**src/rtl/sw_array_sequencer.sv**
```systemverilog
// sw_array_sequencer: multi-segment Smith-Waterman PE-array sequencer.
// Loads query segments, streams targets, writes back boundary columns, tracks the max score.
`default_nettype none

module sw_array_sequencer #(
  parameter int PE_NUM  = 64,
  parameter int SCORE_W = 16,
  parameter int LEN_W   = 16
) (
  input  logic                  clk,
  input  logic                  rst,
  input  logic                  i_start,
  output logic                  o_busy,
  output logic [SCORE_W-1:0]    o_result,
  output logic                  o_valid,
  output logic                  o_overflow,
  input  logic                  i_data_valid,
  output logic                  o_update_s_w,
  input  logic [2*PE_NUM-1:0]   i_s,
  input  logic                  i_s_last,
  output logic                  o_update_t_w,
  input  logic [1:0]            i_t,
  input  logic [SCORE_W-1:0]    i_v,
  input  logic [SCORE_W-1:0]    i_f,
  input  logic                  i_t_last,
  output logic                  o_arr_init,
  output logic [2*PE_NUM-1:0]   o_arr_s,
  output logic                  o_arr_in_valid,
  output logic [1:0]            o_arr_t,
  output logic [SCORE_W-1:0]    o_arr_v,
  output logic [SCORE_W-1:0]    o_arr_f,
  input  logic                  i_arr_out_valid,
  input  logic [1:0]            i_arr_t,
  input  logic [SCORE_W-1:0]    i_arr_v,
  input  logic [SCORE_W-1:0]    i_arr_f,
  input  logic [SCORE_W-1:0]    i_arr_max,
  output logic                  o_wb_valid,
  output logic [1:0]            o_wb_t,
  output logic [SCORE_W-1:0]    o_wb_v,
  output logic [SCORE_W-1:0]    o_wb_f
);

  typedef enum logic [2:0] {
    S_IDLE     = 3'd0,
    S_SEG_LOAD = 3'd1,
    S_INIT     = 3'd2,
    S_RUN      = 3'd3,
    S_DRAIN    = 3'd4,
    S_DONE     = 3'd5
  } state_t;

  state_t             state, state_nx;
  logic [LEN_W-1:0]   in_cnt, out_cnt;
  logic [SCORE_W-1:0] max_score;
  logic               seg_last;
  logic               wb_take;

  always_ff @(posedge clk or posedge rst) begin
    if (rst) state <= S_IDLE;
    else     state <= state_nx;
  end

  always_comb begin
    state_nx     = state;
    o_busy       = 1'b1;
    o_valid      = 1'b0;
    o_update_s_w = 1'b0;
    o_update_t_w = 1'b0;
    o_arr_init   = 1'b0;
    case (state)
      S_IDLE: begin
        o_busy = 1'b0;
        if (i_start) state_nx = S_SEG_LOAD;
      end
      S_SEG_LOAD: begin
        if (i_data_valid) begin
          o_update_s_w = 1'b1;
          state_nx     = S_INIT;
        end
      end
      S_INIT: begin
        o_arr_init = 1'b1;
        state_nx   = S_RUN;
      end
      S_RUN: begin
        if (i_data_valid) begin
          o_update_t_w = 1'b1;
          if (i_t_last) state_nx = S_DRAIN;
        end
      end
      S_DRAIN: begin
        // Every forwarded element has returned and nothing is still in flight.
        if (out_cnt == in_cnt && !i_arr_out_valid)
          state_nx = seg_last ? S_DONE : S_SEG_LOAD;
      end
      S_DONE: begin
        o_valid  = 1'b1;
        state_nx = S_IDLE;
      end
      default: state_nx = S_IDLE;
    endcase
  end

  assign wb_take = i_arr_out_valid && (state == S_RUN || state == S_DRAIN);

  always_ff @(posedge clk or posedge rst) begin
    if (rst) begin
      o_result       <= '0;
      o_overflow     <= 1'b0;
      o_arr_s        <= '0;
      o_arr_in_valid <= 1'b0;
      o_arr_t        <= '0;
      o_arr_v        <= '0;
      o_arr_f        <= '0;
      o_wb_valid     <= 1'b0;
      o_wb_t         <= '0;
      o_wb_v         <= '0;
      o_wb_f         <= '0;
      in_cnt         <= '0;
      out_cnt        <= '0;
      max_score      <= '0;
      seg_last       <= 1'b0;
    end else begin
      o_arr_in_valid <= o_update_t_w;
      o_wb_valid     <= wb_take;
      if (o_update_s_w) begin
        o_arr_s  <= i_s;
        seg_last <= i_s_last;
      end
      if (o_update_t_w) begin
        o_arr_t <= i_t;
        o_arr_v <= i_v;
        o_arr_f <= i_f;
        // Saturate rather than wrap so the drain compare stays monotonic.
        if (in_cnt == {LEN_W{1'b1}}) o_overflow <= 1'b1;
        else                         in_cnt     <= in_cnt + 1'b1;
      end
      if (wb_take) begin
        o_wb_t <= i_arr_t;
        o_wb_v <= i_arr_v;
        o_wb_f <= i_arr_f;
        if (out_cnt != {LEN_W{1'b1}}) out_cnt <= out_cnt + 1'b1;
        if (i_arr_max > max_score)    max_score <= i_arr_max;
      end
      if (state == S_INIT) begin
        in_cnt  <= '0;
        out_cnt <= '0;
      end
      if (state == S_IDLE && i_start) begin
        in_cnt     <= '0;
        out_cnt    <= '0;
        max_score  <= '0;
        o_overflow <= 1'b0;
      end
      if (state == S_DRAIN && state_nx == S_DONE) o_result <= max_score;
    end
  end

endmodule

`default_nettype wire

```
**config.mk**
```make
export PLATFORM = sky130hd
export DESIGN_NAME = sw_array_sequencer
export DESIGN_NICKNAME = d
export VERILOG_FILES = /design/src/rtl/sw_array_sequencer.sv
export SDC_FILE = /design/constraint.sdc
export NUM_CORES = 1
export LEC_CHECK = 0
export BUFFER_PORTS_ARGS = -buffer_cell sky130_fd_sc_hd__buf_2
export CORE_AREA = 10 10 161 163
export CTS_BUF_LIST = sky130_fd_sc_hd__clkbuf_16
export DETAILED_ROUTE_END_ITERATION = 16
export DIE_AREA = 0 0 171 173
export GPL_TIMING_DRIVEN = 0
export PLACE_DENSITY_LB_ADDON = 0.05
export SYNTH_ARGS = -nofsm -noshare
export SYNTH_HDL_FRONTEND = slang
export SYNTH_SLANG_ARGS = --single-unit
```
**constraint.sdc**
```tcl
create_clock -name clk -period 28.8 [get_ports clk]
set_input_delay 5.76 -clock clk [delete_from_list [all_inputs] [get_ports clk]]
set_output_delay 5.76 -clock clk [all_outputs]
set_load 0.01 [all_outputs]
```
==> out/metrics.csv <==
metric,value,unit
gp_congestion,0.8089,
clkPwrFrac,0.224,
comb_power_share,0.383,
synth_area_leaders,"dfrtp_1, mux2_2, nand2_1",
skew,0.02162,ns
cp_slowest_cell,nor3_1,
start_util,0.4979,
cts_buffers,30,
finalSetupTns,0,ns
clk_path_buf_depth,3,
worstSetupEndpointType,output port,
fin_util,0.6539,
synth_ff_type,dfrtp_1,
p_per_area,104.3,nW/µm²
synth_top_cell_by_area,dfrtp_1,
placed_cells,1663,
post-place-ws,15.43,ns
hold_depth,2,
synth.distinct_cells,55,
grt_pass1_vias,8829,
ctsHoldBuffers,0,
cts_sinks,267,
avgViaCountPerCell,4.995,
cp_top_family,buffers and inverters,
rr_worst_depth,5,
min_path_type,reg2reg,
crit_top_cell,buf_2,
worstPathRequired,23.04,ns
cts_resized,0,
design_area,14760,µm²
drtIter0Drc,481,
yosysMostFrequentCell,dfrtp_1,
rsz0062_at_grt,no,
switching_share,0.3521,
num_io_pins,439,
grt_max_degree,128,
synthCells,938,
final_cells,1725,
finalHoldViolCount,0,
syn_to_final_growth,31.34,%
drc,0,
core_area,22570,µm²
synth-async-reset-ratio,1.000,
largest_reg_flops,128,
gr-total-overflow,0,
slew_viol_final,0,
synth.avg_cell_area,11.98,µm²
p_seq_frac,0.392,
synth_commonest_cells,"dfrtp_1, nand2_1, mux2_2, xnor2_1, a21oi_1",
numPortBuffers,438,
drt_pass1_iterations,4,
fin_ws,15.49,ns
status,finished clean,
synthesis.area,11240,µm²
setup.worst_path.start,i_data_valid,
cp_cell_sequence,"buf_2, nand2_1, nor3_1, clkbuf_1, buf_2, buf_2",
worstHoldStart,o_wb_v[7],
power.net_switching,0.5420,mW
p_int,0.9975,mW
critPathBufInv,4,
grt_use_total,0.2197,
die_area,29580,µm²
synth-edff-count,0,
top_register,o_arr_s,
n_fill_cell,1863,
path_max_fanout,10,
placed_cell_area,13850,µm²
setup_viol,0,
ys_warn_count,0,
path_clk_slew,0.06,ns
ff2ff_setup_slack,26.20,ns
drive_above_1_share,0.4686,
std_cell_rows,55,
syn-num-nets,1175,
arrival,7.55,ns
path_class,in2out,
tightest_slew,1.232,ns
cts_tree,yes,
clk_latency,0.56,ns
final_net_count,1647,
cts_setup_buffers,0,
fmax,0.07513,GHz
yosysTopAreaCellShare,0.5945,
wirelength,33650,µm
hpwl,26620,µm
p_leak,7.693,nW
start_kind,input pin,
fin_crit_sh,0.4622,
drv_cap,0,
die_w,171,µm
die_y,173,µm
antenna_found_initial,8,
vdd_drop_max,0.05563,mV
ys_ff_latch,267,
r2r_end,o_arr_s[38],
grt_pass1_wl,51520,µm
synth_seq_area_share,0.5945,
ant_nets,0,
r2r_start,state[1],
cts_root_buf,clkbuf_16,
min_to,o_wb_v[7],
slew_headroom,0.1709,
max_stage_delay,0.58,ns
wire_per_inst,19.50,µm
final.min_clock_period,13.31,ns
vias,8617,
h-tree-depth,1,
## power groups by stage
stage                     Combinational (mW)  Sequential, mW  Clock [mW]
final                                  0.590           0.604       0.345
after CTS                              0.606           0.605       0.354
after global routing                   0.648           0.625       0.371
after global placement                 0.594           0.604           0
after floorplan                        0.269           0.679           0
after detailed placement               0.605           0.610           0
## worst max-delay path by stage
stage                        end  slack [ns]  cells after the start
CTS                 o_update_s_w       15.42                      6
global placement      o_wb_f[12]       12.57                      2
floorplan              in_cnt[0]       15.69                      1
detailed placement  o_update_s_w       15.43                      6
global route        o_update_s_w       15.34                      6
finish              o_update_s_w       15.49                      6
## cell families after synthesis
group | synth area share
fa+ha+maj | 0.02004
flops | 0.5945
compound gates | 0.02806
buf+inv | 0.02583
mux | 0.1717
simple gates | 0.1334
xor+xnor | 0.02650
## routing by layer
layer,global-route usage,vias to the layer above,share of wire
met5,0,-,0.00039
met3,0.06103,58,0.085
li1,-,4128,-
met1,0.2467,4141,0.37
met2,0.3933,288,0.52
met4,0.06415,2,0.024
## cell usage in the layout, fill, tap and decap left out, types with 7 or more instances in the layout
cell type,n
a21oi_1,28
buf_2,453
clkbuf_1,18
clkbuf_16,30
dfrtp_1,267
diode_2,8
ha_1,18
inv_1,32
mux2_2,150
mux2_4,10
mux2i_1,9
nand2_1,235
nand3_1,8
nand4_1,13
nor2_1,27
nor3_1,14
o21ai_0,7
xnor2_1,30
## final cells by class
type                    count  area, µm²  share of cell area
flip-flops and latches    267       6681              0.4527
multi-input cells         607       4267              0.2891
repair buffers            440       2247              0.1522
clock buffers              30      750.7             0.05086
well taps                 285      356.6             0.02416
plain buffers              41      202.7             0.01373
clock inverters            24      140.1            0.009494
inverters                  23      95.09            0.006442
diodes                      8      20.02            0.001356
## worst min-delay path: stages, from the launching register on
cell	delay, ns
dfrtp_1	0.34
nand2_1	0.05
nand2_1	0.05
## metrics by stage
step           total power, mW  hold slack [ns]
2_1_floorplan           0.9484           0.4786
3_3_place_gp             1.198           0.4541
3_5_place_dp             1.215           0.4566
4_1_cts                  1.564           0.4712
5_1_grt                  1.644           0.4937
6_report                 1.539           0.4658
Note: power is estimated with default switching activity, not from simulation.
